[src/rtl/key_scan.sv]
// Key front end: synchronises and debounces three LED keys plus the mode key, emits
// one-cycle press pulses, and groups mode presses into click bursts reported on count.
module key_scan #(
    parameter int unsigned DEB_CYCLES = 1000000,
    parameter int unsigned WIN_CYCLES = 25000000,
    parameter bit          KEY_ACTIVE = 1'b0
) (
    input  logic       clk,
    input  logic       rst,
    input  logic [2:0] key_in,
    input  logic       mode_in,
    input  logic       clr,
    output logic [2:0] key_led,
    output logic       key_mode,
    output logic [2:0] count
);

    localparam int unsigned   NK      = 4;
    localparam int unsigned   DW      = $clog2(DEB_CYCLES);
    localparam int unsigned   TW      = $clog2(WIN_CYCLES);
    localparam logic [NK-1:0] REL_LVL = {NK{~KEY_ACTIVE}};

    typedef enum logic [1:0] {
        IDLE   = 2'd0,
        GATHER = 2'd1,
        HOLD   = 2'd2
    } state_e;

    logic [NK-1:0]         raw_c;
    logic [NK-1:0]         sync1_q;
    logic [NK-1:0]         sync2_q;
    logic [NK-1:0]         stable_q;
    logic [NK-1:0]         stable_d;
    logic [NK-1:0][DW-1:0] deb_cnt_q;
    logic [NK-1:0][DW-1:0] deb_cnt_d;
    logic [NK-1:0]         press_c;
    logic [NK-1:0]         pulse_q;

    state_e                state_q;
    state_e                state_d;
    logic [2:0]            tally_q;
    logic [2:0]            tally_d;
    logic [TW-1:0]         timer_q;
    logic [TW-1:0]         timer_d;
    logic [2:0]            count_q;
    logic [2:0]            count_d;
    logic                  mode_press_c;
    logic                  expiry_c;

    // Mode key rides as the top lane so all four keys share one debounce path.
    assign raw_c = {mode_in, key_in};

    // Synchronisers, debounced levels, debounce counters and press pulses.
    always_ff @(posedge clk or negedge rst) begin
        if (!rst) begin
            sync1_q   <= REL_LVL;
            sync2_q   <= REL_LVL;
            stable_q  <= REL_LVL;
            deb_cnt_q <= '0;
            pulse_q   <= '0;
        end else begin
            sync1_q   <= raw_c;
            sync2_q   <= sync1_q;
            stable_q  <= stable_d;
            deb_cnt_q <= deb_cnt_d;
            pulse_q   <= press_c;
        end
    end

    // A level must differ from the stable one for DEB_CYCLES edges in a row to be taken.
    always_comb begin
        stable_d  = stable_q;
        deb_cnt_d = '0;
        press_c   = '0;
        for (int i = 0; i < NK; i++) begin
            if (sync2_q[i] != stable_q[i]) begin
                if (deb_cnt_q[i] == DW'(DEB_CYCLES - 1)) begin
                    stable_d[i] = sync2_q[i];
                    press_c[i]  = (sync2_q[i] == KEY_ACTIVE);
                end else begin
                    deb_cnt_d[i] = deb_cnt_q[i] + DW'(1);
                end
            end
        end
    end

    assign mode_press_c = press_c[NK-1];
    assign expiry_c     = (timer_q == TW'(WIN_CYCLES - 1));

    always_ff @(posedge clk or negedge rst) begin
        if (!rst) begin
            state_q <= IDLE;
        end else begin
            state_q <= state_d;
        end
    end

    // A press in the expiry cycle keeps the burst open.
    always_comb begin
        state_d = state_q;
        case (state_q)
            IDLE:    if (mode_press_c) state_d = GATHER;
            GATHER:  if (!mode_press_c && expiry_c) state_d = HOLD;
            HOLD:    if (clr) state_d = IDLE;
            default: state_d = IDLE;
        endcase
    end

    always_comb begin
        tally_d = tally_q;
        timer_d = timer_q;
        count_d = count_q;
        case (state_q)
            IDLE: begin
                if (mode_press_c) begin
                    tally_d = 3'd1;
                    timer_d = '0;
                end
            end
            GATHER: begin
                if (mode_press_c) begin
                    tally_d = (tally_q == 3'd7) ? 3'd7 : tally_q + 3'd1;
                    timer_d = '0;
                end else if (expiry_c) begin
                    count_d = tally_q;
                end else begin
                    timer_d = timer_q + TW'(1);
                end
            end
            HOLD: begin
                if (clr) begin
                    count_d = '0;
                    tally_d = '0;
                end
            end
            default: begin
                tally_d = '0;
                timer_d = '0;
                count_d = '0;
            end
        endcase
    end

    always_ff @(posedge clk or negedge rst) begin
        if (!rst) begin
            tally_q <= '0;
            timer_q <= '0;
            count_q <= '0;
        end else begin
            tally_q <= tally_d;
            timer_q <= timer_d;
            count_q <= count_d;
        end
    end

    assign key_led  = pulse_q[NK-2:0];
    assign key_mode = pulse_q[NK-1];
    assign count    = count_q;

endmodule

[config.mk]
export PLATFORM = sky130hd
export DESIGN_NAME = key_scan
export DESIGN_NICKNAME = d
export VERILOG_FILES = /design/src/rtl/key_scan.sv
export SDC_FILE = /design/constraint.sdc
export NUM_CORES = 1
export LEC_CHECK = 0
export CORE_ASPECT_RATIO = 0.6
export CORE_MARGIN = 5
export CORE_UTILIZATION = 40
export CTS_CLUSTER_DIAMETER = 50
export DETAILED_ROUTE_END_ITERATION = 7
export PLACE_DENSITY_LB_ADDON = 0.15
export REMOVE_ABC_BUFFERS = 1
export SYNTH_ARGS = -nofsm -noshare
export SYNTH_HDL_FRONTEND = slang
export SYNTH_SLANG_ARGS = --single-unit
[constraint.sdc]
create_clock -name clk -period 4.7 [get_ports clk]
set_clock_uncertainty 0.05 [all_clocks]
set_input_delay 0.94 -clock clk [delete_from_list [all_inputs] [get_ports clk]]
set_output_delay 0.94 -clock clk [all_outputs]
set_load 0.005 [all_outputs]
==> impl_metrics.toml <==
[grt]
grt_overflow = 0
antenna_found_initial = 0
grt_max_degree = 48
grt_pass1_vias = 4416
grt_use_total_pct = 14.9
grt_pass1_wl_um = 22400

[final_layout]
regArea_um2 = 3240
multi_input_area_um2 = 2990
drive_gt1_share_pct = 10.1
fin_cells = 866
nFillCells = 1457
nets = 663
num_antenna_cells = 0
syn2layout_area_growth_pct = 14.2
final_area_um2 = 7290

[sta]
slew_headroom_pct = 42.5
rsz0062_at_grt = "false"
setup-violations-final = 0
tns_ns = 0
finalHoldViolCount = 0
hold-worst-slack_ns = 0.306
tightest_slew_ns = 0.856
drv_slew = 0
fmax_mhz = 336
timing.final.crit_share_pct = 63.2
period_minus_slack_ns = 2.97

[route]
drt_first_pass_iters = 6
detail-route-antenna-nets = 0
vias = 4654
routed_wl_um = 13300
drt_iter0_markers = 391
drt_drc_violations_left = 0
wl_per_cell_um = 15.4
avgViaCountPerCell = 5.37

[setup_path]
crit_start = "deb_cnt_q[66]$_DFF_PN0_"
worst_ep_required_time_ns = 4.95
rrSetupSlack_ns = 1.73
crit_path_end = "state_q[1]$_DFFE_PN0P_"
cp_data_arrival_time_ns = 3.22
cp_max_fo = 18
startpoint_type = "flip-flop"
r2r-start = "deb_cnt_q[66]$_DFF_PN0_"
reg2reg_to = "state_q[1]$_DFFE_PN0P_"
path_class = "flip-flop to flip-flop"
end_kind = "flip-flop"
ff2ff_path_depth = 5

[cts]
clock_path_buffers = 2
clkLatencyLatePin_ns = 0.43
cts_made_buffers = 17
ctsHoldBuffers = 0
cts_root_buf = "clkbuf_16"
clock-sinks = 129
path_clk_slew_ns = 0.06
cts_resized = 0
postCtsSetupRepairBufs = 0
cts_tree = "built"
htree_levels = 4

[place]
place_congestion = 0.822
dp_hpwl_um = 8890
place.port_buffers = 13
placed_cells = 834
place_area_um2 = 6700

[synthesis]
netlist_instances = 634
synthXorXnorAreaFrac_pct = 10.3
yosysMostFrequentCell = "dfrtp_1"
async_flop_share_pct = 100
yosys-top-cells-area = "dfrtp_1 (46%), nor2_1 (5.8%), xnor2_1 (5.8%), dfstp_2 (4.9%), xor2_1 (4.5%)"
synth_fa_ha_area_share_pct = 1.18
synth_ff_type = "dfrtp_1"
yosysTopAreaCell = "dfrtp_1"
synth_edf_count = 0
ys_warn_count = 0
ys_seq_area_share_pct = 50.8
syn_avg_cell_area_um2 = 10.1
synth_top_area_share_pct = 45.8
synth_compound_area_share_pct = 6.58
yosys.area_share.simple_pct = 27.3
post_synth_num_cell_types = 59
synthTopCellsByCount = "dfrtp_1 (117), nor2_1 (98), xnor2_1 (42)"
synth_top_family_by_area = "simple AND/OR/NAND/NOR gates"
yosys_register_bits = 129
synthMuxAreaShare_pct = 1.49
synth_area_um2 = 6390

[job]
max-cap-violations = 0

[floorplanning]
core_area_um2 = 15500
row_count = 35
start_util_pct = 41.2
dieArea_um2 = 18700
die_x_um = 173
pin_count = 14
die_y_um = 108

[power_and_ir_drop]
leakagePower_uw = 0.00311
ir_worst_vdd_v = 0.000255
p_per_area_nw_per_um2 = 348

[hold_path]
hp-class = "flip-flop to flip-flop"

[run_status]
status = "completed"
cell usage in the layout, fill, tap and decap left out, drive strengths merged, types with 16 or more instances in the layout:
cell	instances
nor2	98
nand2	36
dfrtp	117
nor3	22
xor2	33
and4	16
nand3	38
nand4	24
and3	23
inv	24
xnor2	42
clkbuf	17
state kept, by name, indices dropped and copies added, names as in the netlist:
| register | flops |
|---|---|
| count | 3 |
| pulse_q | 4 |
| deb_cnt_q | 80 |
| state_q | 2 |
| sync1_q | 4 |
| stable_q | 4 |
| tally_q | 3 |
| sync2_q | 4 |
| timer_q | 25 |
metal layers:
layer / track usage, % / vias up / wire, um
met2: 20.5 / 83 / 5510
met3: 4.42 / 9 / 601
met5: 0 / - / 0
met4: 4.55 / 0 / 100
li1: - / 2281 / -
met1: 22.4 / 2281 / 7110
worst min path at each step:
| stage | start | to | slack (ns) | depth (start not counted) |
|---|---|---|---|---|
| floorplan | sync1_q[0]$_DFF_PN1_ | sync2_q[0]$_DFF_PN1_ | 0.30 | 0 |
| CTS | sync1_q[1]$_DFF_PN1_ | sync2_q[1]$_DFF_PN1_ | 0.31 | 0 |
| detailed placement | sync1_q[0]$_DFF_PN1_ | sync2_q[0]$_DFF_PN1_ | 0.30 | 0 |
| global route | sync1_q[1]$_DFF_PN1_ | sync2_q[1]$_DFF_PN1_ | 0.31 | 0 |
| finish | sync1_q[1]$_DFF_PN1_ | sync2_q[1]$_DFF_PN1_ | 0.31 | 0 |
| global placement | sync1_q[2]$_DFF_PN1_ | sync2_q[2]$_DFF_PN1_ | 0.30 | 0 |
where the power goes:
group	leakage [uW]	switching [uW]	total, uW	internal [uW]
registers	0.00174	11.3	1140	1130
logic	0.00108	40.0	55.2	15.2
clock network	0.000289	547	1340	797
total	0.00311	599	2540	1940
worst max-delay path, stage by stage (launching register included):
cell	delay (ns)
dfrtp_1	0.43
or4b_4	0.54
or4_4	0.57
o31ai_4	0.71
nor2_1	0.21
or2_2	0.34
final cells by class:
class                   instances  area share, %
clock buffers                  17           5.83
clock inverters                15           2.37
inverters                      17          0.875
multi-input cells             470           41.0
flip-flops and latches        129           44.5
well taps                     203           3.48
repair buffers                 15           1.96
stage by stage:
stage	total power, uW	util, %	setup WS, ns
after floorplan	1180	-	2.09
after CTS	2580	47.0	1.70
after global placement	1210	43.2	1.78
after detailed placement	1210	43.2	1.70
after global routing	2640	47.0	1.59
final	2540	47.0	1.73
logic make-up after synthesis:
kind of cell / count (synthesis)
multiplexers: 9
buffers and inverters: 35
flip-flops: 129
XOR/XNOR: 75
AND/OR/NAND/NOR: 322
adder cells (fa/ha/maj): 6
AO/OA/AOI/OAI: 58
Note: power is estimated with default switching activity, not from simulation.
